### src/rtl/sprite_anim_mapper.sv
// Animated sprite compositor: hit test, ROM addressing and palette/background mux over a video scan.
// Latency ROM_LATENCY+2 cycles, one pixel per cycle; free-running, no backpressure.
module sprite_anim_mapper #(
  parameter int SPR_W           = 40,
  parameter int SPR_H           = 66,
  parameter int N_FRAMES        = 4,
  parameter int SCALE_LOG2      = 0,
  parameter int IDX_W           = 4,
  parameter int ROM_LATENCY     = 1,
  parameter int FRAME_DIV       = 6,
  parameter int TRANSPARENT_IDX = 0,
  parameter int ADDR_W          = $clog2(N_FRAMES * SPR_W * SPR_H),
  parameter int FRAME_W         = (N_FRAMES > 1) ? $clog2(N_FRAMES) : 1
) (
  input  logic               vga_clk,
  input  logic               reset,
  input  logic [9:0]         DrawX,
  input  logic [9:0]         DrawY,
  input  logic               blank,
  input  logic               frame_start,
  input  logic [9:0]         pos_x,
  input  logic [9:0]         pos_y,
  input  logic               flip_x,
  input  logic               anim_en,
  input  logic               anim_oneshot,
  input  logic               anim_restart,
  output logic [ADDR_W-1:0]  rom_address,
  input  logic [IDX_W-1:0]   rom_q,
  output logic [IDX_W-1:0]   pal_index,
  input  logic [3:0]         pal_red,
  input  logic [3:0]         pal_green,
  input  logic [3:0]         pal_blue,
  input  logic [3:0]         bg_red,
  input  logic [3:0]         bg_green,
  input  logic [3:0]         bg_blue,
  output logic [3:0]         red,
  output logic [3:0]         green,
  output logic [3:0]         blue,
  output logic [FRAME_W-1:0] cur_frame,
  output logic               anim_done
);

  typedef enum logic [1:0] {ST_IDLE, ST_RUN, ST_DONE} state_t;

  typedef struct packed {
    logic       hit;
    logic       blank;
    logic [3:0] bg_r;
    logic [3:0] bg_g;
    logic [3:0] bg_b;
  } pix_meta_t;

  localparam int                 FRAME_SZ  = SPR_W * SPR_H;
  localparam int                 CNT_W     = (FRAME_DIV > 1) ? $clog2(FRAME_DIV) : 1;
  localparam logic [11:0]        SPAN_X    = 12'(SPR_W << SCALE_LOG2);
  localparam logic [11:0]        SPAN_Y    = 12'(SPR_H << SCALE_LOG2);
  localparam logic [11:0]        LAST_COL  = 12'(SPR_W - 1);
  localparam logic [CNT_W-1:0]   CNT_MAX   = CNT_W'(FRAME_DIV - 1);
  localparam logic [FRAME_W-1:0] FRAME_MAX = FRAME_W'(N_FRAMES - 1);
  localparam logic [IDX_W-1:0]   TRANSP    = IDX_W'(TRANSPARENT_IDX);

  logic [9:0]         px_q, px_d, py_q, py_d;
  logic               flip_q, flip_d, pos_vld_q, pos_vld_d;
  state_t             state_q, state_d;
  logic [CNT_W-1:0]   cnt_q, cnt_d;
  logic [FRAME_W-1:0] cur_frame_q, cur_frame_d;
  logic               anim_done_q, anim_done_d;
  logic [ADDR_W-1:0]  rom_address_q, rom_address_d;
  logic [11:0]        rgb_q, rgb_d;
  pix_meta_t          meta_q [0:ROM_LATENCY];
  pix_meta_t          meta_d [0:ROM_LATENCY];

  logic [11:0] x_ext, y_ext, px_ext, py_ext, dx, dy, col, row, col_m;
  logic        hit;
  pix_meta_t   out_meta;

  assign x_ext  = {2'b00, DrawX};
  assign y_ext  = {2'b00, DrawY};
  assign px_ext = {2'b00, px_q};
  assign py_ext = {2'b00, py_q};

  // Placement is frozen for a whole video frame; pos_vld keeps a fresh reset from drawing at (0,0).
  always_comb begin
    px_d      = px_q;
    py_d      = py_q;
    flip_d    = flip_q;
    pos_vld_d = pos_vld_q;
    if (frame_start) begin
      px_d      = pos_x;
      py_d      = pos_y;
      flip_d    = flip_x;
      pos_vld_d = 1'b1;
    end
  end

  always_comb begin
    dx  = x_ext - px_ext;
    dy  = y_ext - py_ext;
    hit = pos_vld_q && (x_ext >= px_ext) && (x_ext < px_ext + SPAN_X)
                    && (y_ext >= py_ext) && (y_ext < py_ext + SPAN_Y);
    col   = dx >> SCALE_LOG2;
    row   = dy >> SCALE_LOG2;
    col_m = flip_q ? (LAST_COL - col) : col;
    rom_address_d = '0;
    if (hit) begin
      rom_address_d = ADDR_W'(cur_frame_q) * ADDR_W'(FRAME_SZ)
                    + ADDR_W'(row) * ADDR_W'(SPR_W) + ADDR_W'(col_m);
    end
  end

  // Stage 0 sits beside rom_address; the last stage lines up with rom_q.
  always_comb begin
    meta_d[0].hit   = hit;
    meta_d[0].blank = blank;
    meta_d[0].bg_r  = bg_red;
    meta_d[0].bg_g  = bg_green;
    meta_d[0].bg_b  = bg_blue;
    for (int i = 1; i <= ROM_LATENCY; i++) begin
      meta_d[i] = meta_q[i-1];
    end
  end

  always_comb begin
    out_meta = meta_q[ROM_LATENCY];
    rgb_d    = '0;
    if (out_meta.blank) begin
      if (out_meta.hit && (rom_q != TRANSP)) begin
        rgb_d = {pal_red, pal_green, pal_blue};
      end else begin
        rgb_d = {out_meta.bg_r, out_meta.bg_g, out_meta.bg_b};
      end
    end
  end

  always_ff @(posedge vga_clk or posedge reset) begin
    if (reset) begin
      state_q <= ST_IDLE;
    end else begin
      state_q <= state_d;
    end
  end

  always_comb begin
    state_d = state_q;
    if (anim_restart) begin
      state_d = anim_en ? ST_RUN : ST_IDLE;
    end else begin
      case (state_q)
        ST_IDLE: if (anim_en) state_d = ST_RUN;
        ST_RUN: begin
          if (!anim_en) begin
            state_d = ST_IDLE;
          end else if (frame_start && (cnt_q == CNT_MAX) && (cur_frame_q == FRAME_MAX)
                       && anim_oneshot) begin
            state_d = ST_DONE;
          end
        end
        default: state_d = state_q;
      endcase
    end
  end

  always_comb begin
    cnt_d       = cnt_q;
    cur_frame_d = cur_frame_q;
    anim_done_d = anim_done_q;
    if (anim_restart) begin
      cnt_d       = '0;
      cur_frame_d = '0;
      anim_done_d = 1'b0;
    end else if ((state_q == ST_RUN) && anim_en && frame_start) begin
      if (cnt_q == CNT_MAX) begin
        cnt_d = '0;
        if (cur_frame_q < FRAME_MAX) begin
          cur_frame_d = cur_frame_q + 1'b1;
        end else if (!anim_oneshot) begin
          cur_frame_d = '0;
        end else begin
          anim_done_d = 1'b1;
        end
      end else begin
        cnt_d = cnt_q + 1'b1;
      end
    end
  end

  always_ff @(posedge vga_clk or posedge reset) begin
    if (reset) begin
      px_q          <= '0;
      py_q          <= '0;
      flip_q        <= 1'b0;
      pos_vld_q     <= 1'b0;
      cnt_q         <= '0;
      cur_frame_q   <= '0;
      anim_done_q   <= 1'b0;
      rom_address_q <= '0;
      rgb_q         <= '0;
      for (int i = 0; i <= ROM_LATENCY; i++) begin
        meta_q[i] <= '0;
      end
    end else begin
      px_q          <= px_d;
      py_q          <= py_d;
      flip_q        <= flip_d;
      pos_vld_q     <= pos_vld_d;
      cnt_q         <= cnt_d;
      cur_frame_q   <= cur_frame_d;
      anim_done_q   <= anim_done_d;
      rom_address_q <= rom_address_d;
      rgb_q         <= rgb_d;
      for (int i = 0; i <= ROM_LATENCY; i++) begin
        meta_q[i] <= meta_d[i];
      end
    end
  end

  assign rom_address = rom_address_q;
  assign pal_index   = rom_q;
  assign red         = rgb_q[11:8];
  assign green       = rgb_q[7:4];
  assign blue        = rgb_q[3:0];
  assign cur_frame   = cur_frame_q;
  assign anim_done   = anim_done_q;

endmodule
### config.mk
export PLATFORM = sky130hd
export DESIGN_NAME = sprite_anim_mapper
export DESIGN_NICKNAME = d
export VERILOG_FILES = /design/src/rtl/sprite_anim_mapper.sv
export SDC_FILE = /design/constraint.sdc
export NUM_CORES = 1
export LEC_CHECK = 0
export BUFFER_PORTS_ARGS = -buffer_cell sky130_fd_sc_hd__buf_2
export CAP_MARGIN = 20
export CELL_PAD_IN_SITES_DETAIL_PLACEMENT = 1
export CELL_PAD_IN_SITES_GLOBAL_PLACEMENT = 2
export CORE_ASPECT_RATIO = 2
export CORE_MARGIN = 3
export CORE_UTILIZATION = 35
export CTS_CLUSTER_DIAMETER = 30
export CTS_CLUSTER_SIZE = 8
export DETAILED_ROUTE_END_ITERATION = 16
export HOLD_SLACK_MARGIN = 0.1
export PLACE_DENSITY_LB_ADDON = 0.12
export SYNTH_ARGS = -nofsm -noshare
export SYNTH_HDL_FRONTEND = slang
export SYNTH_SLANG_ARGS = --single-unit
### constraint.sdc
create_clock -name vga_clk -period 5.35 [get_ports vga_clk]
set_input_delay 0.535 -clock vga_clk [delete_from_list [all_inputs] [get_ports vga_clk]]
set_output_delay 0.535 -clock vga_clk [all_outputs]
set_load 0.02 [all_outputs]
# Yosys cells after proc, flatten, opt, wreduce, memory -nomap -nowiden
# Cells that the tools add are included.
# classes
reduce_logical,19
order_cmp,5
n_div,0
bitwise_logic,0
add_sub_neg,9
mul,2
n_mux,23
shifts,0
n_eq_ne,7
# ops
op,n
2-to-1 mux 12 bit,3
< comparator 10 x 11 -> 1 bit,2
subtractor 10 x 10 -> 11 bit,2
greater-or-equal comparator 10 bit,2
2-to-1 mux 2 bit,9
adder 14 x 12 -> 14 bit,1
adder 14 bit,1
2-to-1 mux 14 bit,1
"multiplier 12 x 3 -> 11 bit, second input constant",1
"subtractor 7 x 11 -> 12 bit, first input constant",1
"adder 10 x 6 -> 11 bit, second input constant",1
"adder 10 x 7 -> 11 bit, second input constant",1
logical AND 1 bit,10
"multiplier 2 x 8 -> 10 bit, second input constant",1
2-to-1 mux 3 bit,3
2-to-1 mux 1 bit,6
AND reduction 3 bit,2
nonzero test 2 bit,3
"!= test 4 bit, second input constant",1
one-hot mux 2 bit (2 select lines),1
AND reduction 4 bit,1
nonzero test 4 bit,1
"adder 3 x 1 -> 3 bit, second input constant",1
"equality test 3 bit, second input constant",1
9 further kinds,9
# totals
rom_bits,0
input_bits,76
mem_count,0
latchBits,0
ff_bits,84
output_inout_bits,33
elab_cells,85
mem_bits_rw,0

# Logic depth before layout (Yosys ltp)
# depth
word_depth,8
mapped_depth,23
depth_no_buf,23

# Worst setup path after synthesis
# Ideal clock, no wire load.
# synth_path
kind,input port to flip-flop
startpoint,input DrawY[0]
endpoint,"register rom_address_q[13], in the netlist rom_address[13]"
required_ns,5.223
path_buffers,0
arrival_time_ns,4.285
stages,21
setup_ns,0.127
path_slack_ns,0.939
path_cell_list,inv_1 -> ha_1 -> inv_1 -> fa_1 -> a211oi_1 -> o21ai_1 -> a21o_1 -> xor2_1 -> ha_1 -> ha_1 -> o21ai_1 -> nand2b_1 -> xnor2_1 -> fa_1 -> inv_1 -> ha_1 -> nand3_1 -> o21ai_1 -> o41ai_1 -> nand3b_1 -> mux2i_1
# synth_via
elab_chain_len,5
elab_cells_between_ends,9
classes_between,add/sub (3); mul (1); order compare (2); mux (1); reduce/logical (2)
# synth_rtl
item,line_no,text
from (decl),18,"input logic [9:0] DrawY,"
subtractor 10 x 10 -> 11 bit,98,dy = y_ext - py_ext;
multiplier 12 x 3 -> 11 bit,107,+ ADDR_W'(row) * ADDR_W'(SPR_W) + ADDR_W'(col_m);
adder 14 bit,107,
adder 14 x 12 -> 14 bit,107,
2-to-1 mux 14 bit (*),105,if (hit) begin
named net rom_address_d[13],68,"logic [ADDR_W-1:0] rom_address_q, rom_address_d;"
to (signal assigned),209,rom_address_q <= rom_address_d;
to (decl),68,
# Mark *: on every way through the listed nets, which the timed path passes. The rest lies on a longest branch.
# A chain may end at the register's enable or synchronous reset.

# Worst setup path in the final report
# layout_path
startpoint,register py_q[1]
endpoint,"register rom_address_q[13], in the netlist rom_address[13]"
# layout_via
elab_chain_len,5
elab_cells_between_ends,10
classes_between,add/sub (4); mul (1); order compare (2); mux (1); reduce/logical (2)
# layout_rtl
item,line_no,text
from (decl),62,"logic [9:0] px_q, px_d, py_q, py_d;"
from (signal assigned),203,py_q <= py_d;
subtractor 10 x 10 -> 11 bit,98,
multiplier 12 x 3 -> 11 bit,107,
adder 14 bit,107,
adder 14 x 12 -> 14 bit,107,
2-to-1 mux 14 bit (*),105,
named net rom_address_d[13],68,
# Marked as above.

==> flow_summary.ini <==
[synthesis]
synth_xor_area_share_pct = 7.55
synth_area_um2 = 5570
synthArstFlopShare_pct = 100
synth_fa_ha_area_share_pct = 19.0
ys_warn_count = 0
synth.most_common_cell = dfrtp_1
yosysTopAreaCellShare_pct = 37.7
synthMuxAreaShare_pct = 1.17
synth_compound_area_share_pct = 16.9
synth_seq_cells = 84
synth_top_area_cell = dfrtp_1
synth_nets = 734
synth_ff_type = dfrtp_1
synth_edf_count = 0
seq_area_frac_synth_pct = 37.7
synthTopCellsByArea = dfrtp_1 38%, ha_1 15%, xnor2_1 5.8%
avgSynthCellArea_um2 = 9.60
yosys.area_share.simple_pct = 12.3
ys_types = 60
synthCells = 580
synth_top_family_by_area = adder cells
synth_common_cells = 84 x dfrtp_1, 67 x ha_1, 64 x nand2_1

[die]
die_area_um2 = 17600
io_pins = 109
core_um2 = 15500
rows = 64
fp.dieW_um = 95.2
start_util_pct = 36.0
die_y_um = 184

[drt]
vias_per_cell = 5.11
routedWlPerCell_um = 16.6
vias = 4534
drt_iter0_drc = 75
ant_nets = 0
dr.pass1.iters = 4
route.detailed.drc = 0
drt_wl_total_mm = 14.7

[global_routing]
overflow = 0
grt_util_all_layers_pct = 17.3
grt_max_degree = 53
grt_antenna_before_repair = 0
grt_pass1_wl_mm = 23.4
grt_pass1_vias = 5019

[clock_tree]
ctsResizeCount = 0
clockBufferDepth = 2
clk_pin_slew_ns = 0.07
cts_tree = done
cts_sinks = 84
hold_buffers = 0
cts.htree.levels = 3
post-cts-setup-buffers = 0
cts_made_buffers = 9
cts_root_buf = clkbuf_16
clkLatencyLatePin_ns = 0.35

[cells_and_area]
drive_gt1_share_pct = 20.6
layout.nets = 838
final_cell_area_um2 = 6590
final.fill_count = 1834
layoutNonFillerInstCount = 887
final_util_pct = 42.7
antenna_cells = 0
synthToLayoutAreaGrowth_pct = 18.4
register_area_um2 = 2100
multi_input_comb_area_um2 = 3180

[sta]
max_freq_mhz = 211
hold_viol = 0
setup_tns_ns = 0
skew_ns = 0.00761
post-route-min-period_ns = 4.73
drv_slew = 0
tightest_slew_ns = 0.669
finalSetupViolCount = 0
min_period_over_period_pct = 88.4
relSlewSlack_pct = 55.4
rsz0062_at_grt = false

[power_and_ir_drop]
cellPowerDensity_nw_per_um2 = 446
p_leak_nw = 3.30
peakVddDrop_v = 0.000257

[placement]
post-place-cells = 871
io_buffer_count = 108
place_area_um2 = 6300
gp_congestion = 0.820
hpwl_mm = 12.4

[setup_path]
cpMostUsedCell = ha_1
crit_path_cell_trace = inv_1, ha_1, nor2b_1, o31a_1, o21ai_1, a21boi_1, o21ai_1, nand2_1, xor2_1, ha_1, ha_1, o21ai_0, o21bai_1, xnor2_1, fa_1, inv_1, ha_1, o41ai_1, nand3b_1, mux2i_1
startpoint_type = flip-flop
cpPeakStageDelay_ns = 0.48
critPathMaxFanout = 4
crit_required_ns = 5.58
arrival_ns = 4.96
slowest_stage = fa_1
cp-end-kind = flip-flop
path_class = flip-flop to flip-flop

[hold_path]
hold_class = primary input to async pin

[flow_run]
cap_violations = 0

[run_status]
outcome = finished clean
==> layer usage <==
metal	up-vias	GRT usage (%)	part of all wire, %
li1	2196	-	-
met1	2244	16.0	33
met2	72	35.4	61
met3	22	2.90	3.7
met4	0	7.06	2.2
met5	-	0	0
==> layout make-up <==
class                      instances  share of cell area [%]
multi-input combinational        422                    48.2
sequential                        84                    31.9
timing repair buffer             110                    8.43
tap                              198                    3.76
clock buffer                      10                    3.47
inverter                          57                    3.26
clock inverter                     6                   0.968
==> worst max-delay path: cells and delay by family (launching register included) <==
| kind | cells | cell delay [ns] |
|---|---|---|
| AOI/OAI and AO/OA | 7 | 1.57 |
| xor gates and xnor gates | 2 | 0.28 |
| adders and majority gates | 5 | 1.65 |
| buffers and inverters | 2 | 0.16 |
| DFF | 1 | 0.41 |
| muxes | 1 | 0.08 |
| and+or+nand+nor | 3 | 0.44 |
==> cell families after synthesis <==
family	Yosys count
buf+inv	74
fa+ha+maj	78
simple gates	152
mux	6
flops	84
compound gates	138
xor+xnor	48
==> where the power goes <==
part,total [mW],internal (mW),switching [mW]
registers,0.721,0.693,0.0279
clock network,0.625,0.362,0.263
logic,1.59,0.705,0.889
==> path summary, 6_finish.rpt <==
kind	end	cells past startpoint	startpoint	slack (ns)
max in group asynchronous	px_q[3]	3	reset	4.04
worst max-delay path	rom_address[13]	20	py_q[1]	0.62
worst min-delay path	meta_q[0]	2	reset	0.23
worst min register to register	meta_q[2]	0	meta_d[2]	0.35
worst max register to register	rom_address[13]	20	py_q[1]	0.62
min in group vga_clk	meta_d[0]	1	bg_blue[0]	0.29
==> sequential cells by signal, indices dropped and copies added, names as in the netlist <==
signal and count:
anim_done 1, rom_address 14, pos_vld_q 1, py_q 10, px_q 10, state_q 2, cur_frame 2, cnt_q 3
rgb_q 12, meta_q 14, meta_d 14, flip_q 1
==> stage by stage <==
stage	worst slack, ns	total power, mW	hold slack (ns)
finish	0.619	2.94	0.230
global route	0.247	3.22	0.279
CTS	0.531	3.02	0.249
detailed placement	0.377	2.37	0.339
global placement	0.580	2.34	0.334
floorplan	0.939	1.98	0.331
==> layout by cell type (no fill, tap or decap), drive strengths merged, types with 3 or more instances in the layout <==
| cell type | instances |
|---|---|
| nor3b | 3 |
| mux2 | 4 |
| nor3 | 6 |
| nor4 | 3 |
| a211oi | 4 |
| a21o | 11 |
| xor2 | 11 |
| xnor2 | 37 |
| ha | 67 |
| o21a | 7 |
| inv | 56 |
| dfrtp | 84 |
| nand2 | 65 |
| o41ai | 3 |
| o21ai | 43 |
| a21boi | 13 |
| o31ai | 3 |
| and3 | 4 |
| fa | 11 |
| a21oi | 26 |
| o21bai | 6 |
| nor2b | 5 |
| buf | 110 |
| nor2 | 40 |
| nand2b | 3 |
| clkbuf | 10 |
| or3 | 3 |
| nand3 | 8 |
| nand4 | 5 |
| clkinv | 4 |
No activity file was read; power rests on OpenSTA's default activity.
